**src/rtl/fifo_uart_drain.sv**
```systemverilog
// Drains the byte FIFO into an 8N1 UART frame on tx. Define FIFO_UART_PARITY_EN
// to insert an even parity bit after the data bits (8E1).
`timescale 1ns/1ps

module fifo_uart_drain #(
    parameter int unsigned CLKS_PER_BIT = 434
) (
    input  logic       clk,
    input  logic       rst_n,
    input  logic       enable,
    input  logic       fifo_empty,
    output logic       fifo_rd_en,
    input  logic [7:0] fifo_data,
    output logic       tx,
    output logic       busy,
    output logic [7:0] frames_sent
);

    localparam int unsigned BAUD_W = (CLKS_PER_BIT > 1) ? $clog2(CLKS_PER_BIT) : 1;
    localparam logic [BAUD_W-1:0] BAUD_LAST = BAUD_W'(CLKS_PER_BIT - 1);

    typedef enum logic [2:0] {
        S_IDLE,
        S_POP,
        S_LOAD,
        S_START,
        S_DATA,
        S_PARITY,
        S_STOP
    } state_t;

    state_t            state_q, state_d;
    logic [BAUD_W-1:0] baud_q, baud_d;
    logic [2:0]        bit_q, bit_d;
    logic [7:0]        shift_q, shift_d;
    logic              tx_d;
    logic              rd_en_d;
    logic              busy_d;
    logic [7:0]        frames_d;
`ifdef FIFO_UART_PARITY_EN
    logic              par_q, par_d;
`endif

    // State and registered outputs
    always_ff @(posedge clk or negedge rst_n) begin
        if (!rst_n) begin
            state_q     <= S_IDLE;
            baud_q      <= '0;
            bit_q       <= '0;
            shift_q     <= '0;
            tx          <= 1'b1;
            fifo_rd_en  <= 1'b0;
            busy        <= 1'b0;
            frames_sent <= '0;
`ifdef FIFO_UART_PARITY_EN
            par_q       <= 1'b0;
`endif
        end else begin
            state_q     <= state_d;
            baud_q      <= baud_d;
            bit_q       <= bit_d;
            shift_q     <= shift_d;
            tx          <= tx_d;
            fifo_rd_en  <= rd_en_d;
            busy        <= busy_d;
            frames_sent <= frames_d;
`ifdef FIFO_UART_PARITY_EN
            par_q       <= par_d;
`endif
        end
    end

    // Next state; outputs are computed for the next cycle so they leave a flop
    always_comb begin
        state_d  = state_q;
        baud_d   = baud_q;
        bit_d    = bit_q;
        shift_d  = shift_q;
        tx_d     = 1'b1;
        rd_en_d  = 1'b0;
        frames_d = frames_sent;
`ifdef FIFO_UART_PARITY_EN
        par_d    = par_q;
`endif

        case (state_q)
            S_IDLE: begin
                if (enable && !fifo_empty) begin
                    state_d = S_POP;
                    rd_en_d = 1'b1;
                end
            end
            S_POP: begin
                state_d = S_LOAD;
            end
            S_LOAD: begin
                shift_d = fifo_data;
`ifdef FIFO_UART_PARITY_EN
                par_d   = ^fifo_data;
`endif
                baud_d  = '0;
                bit_d   = '0;
                state_d = S_START;
                tx_d    = 1'b0;
            end
            S_START: begin
                tx_d = 1'b0;
                if (baud_q == BAUD_LAST) begin
                    baud_d  = '0;
                    state_d = S_DATA;
                    tx_d    = shift_q[0];
                end else begin
                    baud_d = baud_q + 1'b1;
                end
            end
            S_DATA: begin
                tx_d = shift_q[0];
                if (baud_q == BAUD_LAST) begin
                    baud_d = '0;
                    if (bit_q == 3'd7) begin
`ifdef FIFO_UART_PARITY_EN
                        state_d = S_PARITY;
                        tx_d    = par_q;
`else
                        state_d = S_STOP;
                        tx_d    = 1'b1;
`endif
                    end else begin
                        bit_d   = bit_q + 3'd1;
                        shift_d = shift_q >> 1;
                        tx_d    = shift_q[1];
                    end
                end else begin
                    baud_d = baud_q + 1'b1;
                end
            end
`ifdef FIFO_UART_PARITY_EN
            S_PARITY: begin
                tx_d = par_q;
                if (baud_q == BAUD_LAST) begin
                    baud_d  = '0;
                    state_d = S_STOP;
                    tx_d    = 1'b1;
                end else begin
                    baud_d = baud_q + 1'b1;
                end
            end
`endif
            S_STOP: begin
                if (baud_q == BAUD_LAST) begin
                    baud_d   = '0;
                    frames_d = frames_sent + 8'd1;
                    state_d  = S_IDLE;
                end else begin
                    baud_d = baud_q + 1'b1;
                end
            end
            default: begin
                state_d = S_IDLE;
            end
        endcase

        busy_d = (state_d != S_IDLE);
    end

endmodule

```
**config.mk**
```make
export PLATFORM = sky130hd
export DESIGN_NAME = fifo_uart_drain
export DESIGN_NICKNAME = d
export VERILOG_FILES = /design/src/rtl/fifo_uart_drain.sv
export SDC_FILE = /design/constraint.sdc
export NUM_CORES = 1
export LEC_CHECK = 0
export CAP_MARGIN = 30
export CORE_ASPECT_RATIO = 1.4
export CORE_UTILIZATION = 50
export DETAILED_ROUTE_END_ITERATION = 16
export PLACE_DENSITY_LB_ADDON = 0.15
export REMOVE_ABC_BUFFERS = 1
export SLEW_MARGIN = 20
export SYNTH_ARGS = -nofsm -noshare
export SYNTH_HDL_FRONTEND = slang
export SYNTH_SLANG_ARGS = --single-unit
```
**constraint.sdc**
```tcl
create_clock -name clk -period 5.57 [get_ports clk]
set_clock_uncertainty 0.2 [all_clocks]
set_input_delay 0.557 -clock clk [delete_from_list [all_inputs] [get_ports clk]]
set_output_delay 0.557 -clock clk [all_outputs]
set_load 0.03 [all_outputs]
```
# Yosys cells after proc, flatten, opt, wreduce, memory -nomap -nowiden
# Cells that the tools add are included.
# totals
regBits,34
output_inout_bits,11
wordCells,49
# op_classes
n_addsub,3
eq_ne,9
n_mux,20
reduce_logical,9
# op_table
op,n
$mux W3,7
$pmux W3 S6,1
$pmux W9 S2,1
$mux W8,2
$pmux W8 S2,1
$add A9 B1 Y9 const B,1
$eq A3 B3 Y1 const B,3
$eq A9 B9 Y1 const B,1
$mux W9,1
$add A8 B1 Y8 const B,1
$eq A3 B2 Y1 const B,2
$pmux W3 S2,1
$mux W1,5
$ne A2 B2 Y1 const B,2
$reduce_bool A2 Y1,2
$add A3 B1 Y3 const B,1
$eq A3 B1 Y1 const B,1
$logic_not A3 Y1,1
$pmux W1 S3,1
$reduce_and A3 Y1,1
$reduce_bool A3 Y1,1
$reduce_or A3 Y1,1
$reduce_and A2 Y1,1
$logic_and A1 B1 Y1,1
$logic_not A1 Y1,1

# Depth between registers and ports, before layout
# depth
word_depth,5
ltp_mapped,8
depth_no_buf,6

# Worst setup path after synthesis
# OpenSTA, ideal clock, no wires.
# synth_path
kind,register to register
from,reg bit_q[0]
to,reg shift_q[7]
arrival_ps,1591
required_time_ps,5248
setup_slack_ps,3658
stages_incl_launch_ff,7
n_path_buf,1
period_less_slack_ps,1912
cell_sequence,dfrtp_1 ha_1 ha_1 nor4b_1 a32oi_1 clkbuf_1 a32o_1
# synth_via
elab_chain_cells,3
# synth_rtl
element,line_no,source
from (decl),34,"logic [2:0] bit_q, bit_d;"
from (signal assigned),61,bit_q <= bit_d;
$eq A3 B3 Y1,120,if (bit_q == 3'd7) begin
$ne A2 B2 Y1 (no source line),-,
$reduce_and A3 Y1 (no source line),-,
to (signal assigned),62,shift_q <= shift_d;
to (decl),35,"logic [7:0] shift_q, shift_d;"
# No other way between the ends.
# A chain may end at the register's enable or synchronous reset.

# Worst setup path in the final report
# layout_path
from,reg baud_q[0]
to,reg shift_q[5]
# layout_via
elab_chain_cells,3
# layout_rtl
element,line_no,source
from (decl),33,"logic [BAUD_W-1:0] baud_q, baud_d;"
from (signal assigned),60,baud_q <= baud_d;
$eq A9 B9 Y1,118,if (baud_q == BAUD_LAST) begin
$ne A2 B2 Y1 (no source line),-,
$reduce_and A3 Y1 (no source line),-,
# No other way between the ends.

==> run summary <==
The tool flagged a number of max-cap violations equal to 0. The share of synthesized area occupied by flip-flops and latches was 50.04%; the average routed wire per standard cell was 13.99 um. The run gives 204.7 uV as the peak ir drop on the vdd network. Once the floorplan was initialized, standard cells occupied 53.50% of the core. For the layout filler cell count, the log shows 286. On the worst path, the slowest cell contributes a delay of 0.74 ns.

STA classifies the critical path endpoint as a register. The post-DP HPWL came out at 2.259 mm. The floorplan step set the die height to 71.05 um. At the later pin of the worst-skew pair, clock insertion delay measures 0.29 ns.

In this run the static leakage power is 0.8554 nW. In the final design database the tool counted 204 nets. Summing all multi-input logic gate instances after layout gives 779.5 um2. After global routing the overflow that remains totals 0. The placeable core region is 0.003183 mm2. For hold timing, the worst endpoint is frames_sent[7]. Grouping stages by cell kind, the critical path spends the most delay in compound AO/OA/AOI/OAI gates. The global-route track usage on met3 was 5.806%.

The tools report the largest buffer count on any clock path as 2. The tools report the cell area after placement as 0.001921 mm2. The setup path with the least slack is of type reg -> reg. TritonCTS built the clock tree. The first global-routing pass estimated 5.471 mm of wire. The class of the tightest hold or removal check is reg -> reg. The total vias in the final route was 1272. Adding up every negative setup slack in the final design gives 0 ns.

The startpoint of the worst register-to-register path was baud_q[0]. The top-area cell type share of the netlist area came out at 48.49%. The most used standard cell by instance count after synthesis is sky130_fd_sc_hd__dfrtp_1.

The post-layout minimum cycle time is 2.390 ns. Number of global-route vias before repair: 1244. The logs give 0 for the number of antenna violations at the first check in global routing and 20.33% for the global router's overall resource usage.

The layout overhead on the synthesized area is 18.37%, and the met2 usage in global routing is 33.04%. For the worst setup path, the data required time is 5.54 ns. The floorplan step set the die width to 51.32 um. Counting flops and latches in the post-synthesis netlist gives 34.

The run gives 2 as the H-tree level count. The tools report the startpoint of the lowest-slack hold path as frames_sent[7]. For this run, asynchronously set or reset flops after synthesis account for 100.0%. For the register area, the log shows 852.1 um2.

The run finished with clean final reports. The run gives 34 as the TritonCTS sink count. The floorplan has 24 rows. The number of instances on the worst hold path was 1; the number of search-and-repair iterations in the first detailed-routing pass was 4. The worst register-to-register path has a setup slack of 3.18 ns.

The total power per unit cell area is 303.0 mW/mm2. The layer flagged by global routing as most heavily used is met2. The post-cts gate resize count was 0; the share of the cycle needed by the critical path after routing was 42.90%. The diode insertion count for antenna repair is 0, and the post-CTS setup buffer count is 0. Entering global routing, the biggest net connects 35 pins. In this run, synthesis inferred 0 flip-flops with an integrated enable. For the count of mapped cells out of synthesis, the log shows 167. After synthesis, the most frequently instantiated cells are sky130_fd_sc_hd__dfrtp_1, sky130_fd_sc_hd__nand2_1, sky130_fd_sc_hd__nor2_1, sky130_fd_sc_hd__o21ai_0, sky130_fd_sc_hd__xnor2_1.

The cell area that synthesis handed to floorplanning was 0.001703 mm2. Each instance of the synthesized netlist takes up on average 10.20 um2. The kind of launch point of the worst setup path was a register.

The die covers 0.003646 mm2. Endpoint of the most critical register-to-register path: shift_q[5]. The synthesized netlist contains 40 unique library cells.

Setup violations remaining at the end of the flow were counted as 0. The worst hold slack across all endpoints came out at 0.2784 ns. At the end of routability-driven placement, the weighted congestion stood at 0.7324. The final design area excluding fillers is 0.002016 mm2, and the count of pins over their slew limit is 0. At the pin with the least slew margin, the transition time is 0.8470 ns.

The I/O pin total was 23; the final critical-path setup slack was 3.180 ns. Maximum fanout encountered on the critical timing path: 12. Buffers placed on the I/O ports in this run total 22. Count of unresolved DRC violations after routing: 0. The critical path goes through ha_1 -> and4b_1 -> a32oi_1 -> buf_2 -> o21ai_0.

Among all flip-flop cells after synthesis, the most frequent one is sky130_fd_sc_hd__dfrtp_1. The non-filler instance count after layout was 227. The register clock-pin slew on the reported worst setup and hold paths came out at 0.07 ns. After detailed routing, the number of vias per cell comes to 5.604. The root buffer cell was sky130_fd_sc_hd__clkbuf_8. The run gives 0 as the number of failing hold endpoints at the final stage. The count of buffer and inverter cells on the critical path was 1; the worst slew margin relative to its limit was 43.53%. The biggest area consumer among synthesized cells was sky130_fd_sc_hd__dfrtp_1. In this run, the number of DRC markers left after iteration 0 of detailed routing was 33.

The logs give 0 for the number of routed nets with antenna violations and 63.33% for the share of the core filled with cells. The slowest stage of the critical path is the sky130_fd_sc_hd__a32oi_1 cell. The tools report the wire length after detailed routing as 3.175 mm. The cell total after placement was 219; the count of cells along the worst register-to-register path was 5. For this design, the CTS-stage hold fixing added 0 buffers. Setup repair after global routing left no endpoint under its margin. The Yosys step of the flow raised 0 warnings. In the final layout, the share of cells above drive strength 1 is 8.511%. For this run, the top clock speed supported by timing is 0.4185 GHz. After synthesis, the cell types taking the most area are sky130_fd_sc_hd__dfrtp_1, sky130_fd_sc_hd__xnor2_1, sky130_fd_sc_hd__nand2_1, sky130_fd_sc_hd__mux2i_1, sky130_fd_sc_hd__ha_1.

The total clock buffers created by CTS is 5, and the met1 demand-to-capacity share in global routing is 24.48%. Data arrives at the worst endpoint at 2.36 ns. After layout, the design draws a total of 610.7 uW.

The tools report the minimum setup slack after placement as 3.156 ns.
-- area by class of cell --
cell class / instances / area share (%)
timing repair buffer: 24 / 11.55
inverter: 2 / 0.3724
clock buffer: 6 / 4.097
tap: 39 / 2.421
sequential: 34 / 42.27
multi-input combinational: 120 / 38.67
clock inverter: 2 / 0.6207
-- placed cells by master, fill, tap and decap left out, types with 2 or more instances in the layout --
| cell type | Yosys | layout |
|---|---|---|
| sky130_fd_sc_hd__a211oi_1 | 4 | 4 |
| sky130_fd_sc_hd__a21oi_1 | 6 | 6 |
| sky130_fd_sc_hd__clkbuf_8 | 0 | 6 |
| sky130_fd_sc_hd__clkdlybuf4s50_1 | 0 | 22 |
| sky130_fd_sc_hd__dfrtp_1 | 33 | 33 |
| sky130_fd_sc_hd__ha_1 | 5 | 5 |
| sky130_fd_sc_hd__inv_1 | 2 | 2 |
| sky130_fd_sc_hd__mux2i_1 | 7 | 7 |
| sky130_fd_sc_hd__nand2_1 | 22 | 22 |
| sky130_fd_sc_hd__nand2b_1 | 2 | 2 |
| sky130_fd_sc_hd__nand3_1 | 5 | 5 |
| sky130_fd_sc_hd__nand4_1 | 6 | 6 |
| sky130_fd_sc_hd__nor2_1 | 13 | 13 |
| sky130_fd_sc_hd__nor2b_1 | 2 | 2 |
| sky130_fd_sc_hd__nor3_1 | 2 | 2 |
| sky130_fd_sc_hd__o21ai_0 | 12 | 12 |
| sky130_fd_sc_hd__o31ai_1 | 2 | 2 |
| sky130_fd_sc_hd__xnor2_1 | 10 | 10 |
| sky130_fd_sc_hd__xor2_1 | 4 | 4 |
-- registers in the layout, indices dropped and copies added, names as in the netlist --
register	flops
baud_q	9
frames_sent	8
shift_q	8
bit_q	3
state_q	3
busy	1
fifo_rd_en	1
tx	1
-- power by group --
part / switching [mW] / leakage, nW / internal, mW / total (mW)
combinational: 0.0414 / 0.381 / 0.0495 / 0.0909
sequential: 0.0414 / 0.427 / 0.287 / 0.328
clock: 0.0923 / 0.0472 / 0.0993 / 0.192
-- worst register-to-register path, delay by kind of cell (launching register included) --
| kind | cells | cell delay (ns) |
|---|---|---|
| buffers and inverters | 1 | 0.33 |
| AND/OR/NAND/NOR | 1 | 0.26 |
| flip-flops | 1 | 0.43 |
| AO/OA/AOI/OAI | 2 | 0.85 |
| adder cells (fa/ha/maj) | 1 | 0.22 |
-- layer usage --
metal	vias up	share of wire, %	wire length, um
li1	623	-	-
met1	624	44	1382
met2	20	51	1608
met3	5	3.7	118
met4	0	2.0	65
met5	-	0	0
-- worst max-delay path by stage --
stage	from	to	slack, ns	cells past startpoint
5_1_grt	bit_q[0]	shift_q[7]	2.97	6
3_3_place_gp	baud_q[0]	shift_q[4]	3.10	4
4_1_cts	baud_q[0]	shift_q[5]	3.17	5
6_report	baud_q[0]	shift_q[5]	3.18	5
3_5_place_dp	baud_q[0]	shift_q[5]	3.16	5
2_1_floorplan	baud_q[0]	bit_q[1]	3.38	4
-- kinds of logic (layout without fill, tap and decap cells) --
family / after synthesis / count (layout) / share of synthesized area, %
simple gates: 60 / 60 / 17.63
mux: 9 / 9 / 5.437
flops: 34 / 34 / 50.04
xor+xnor: 14 / 14 / 7.200
compound gates: 31 / 31 / 11.17
buf+inv: 13 / 34 / 4.188
fa+ha+maj: 6 / 6 / 4.335
(Power assumes the default switching activity.)
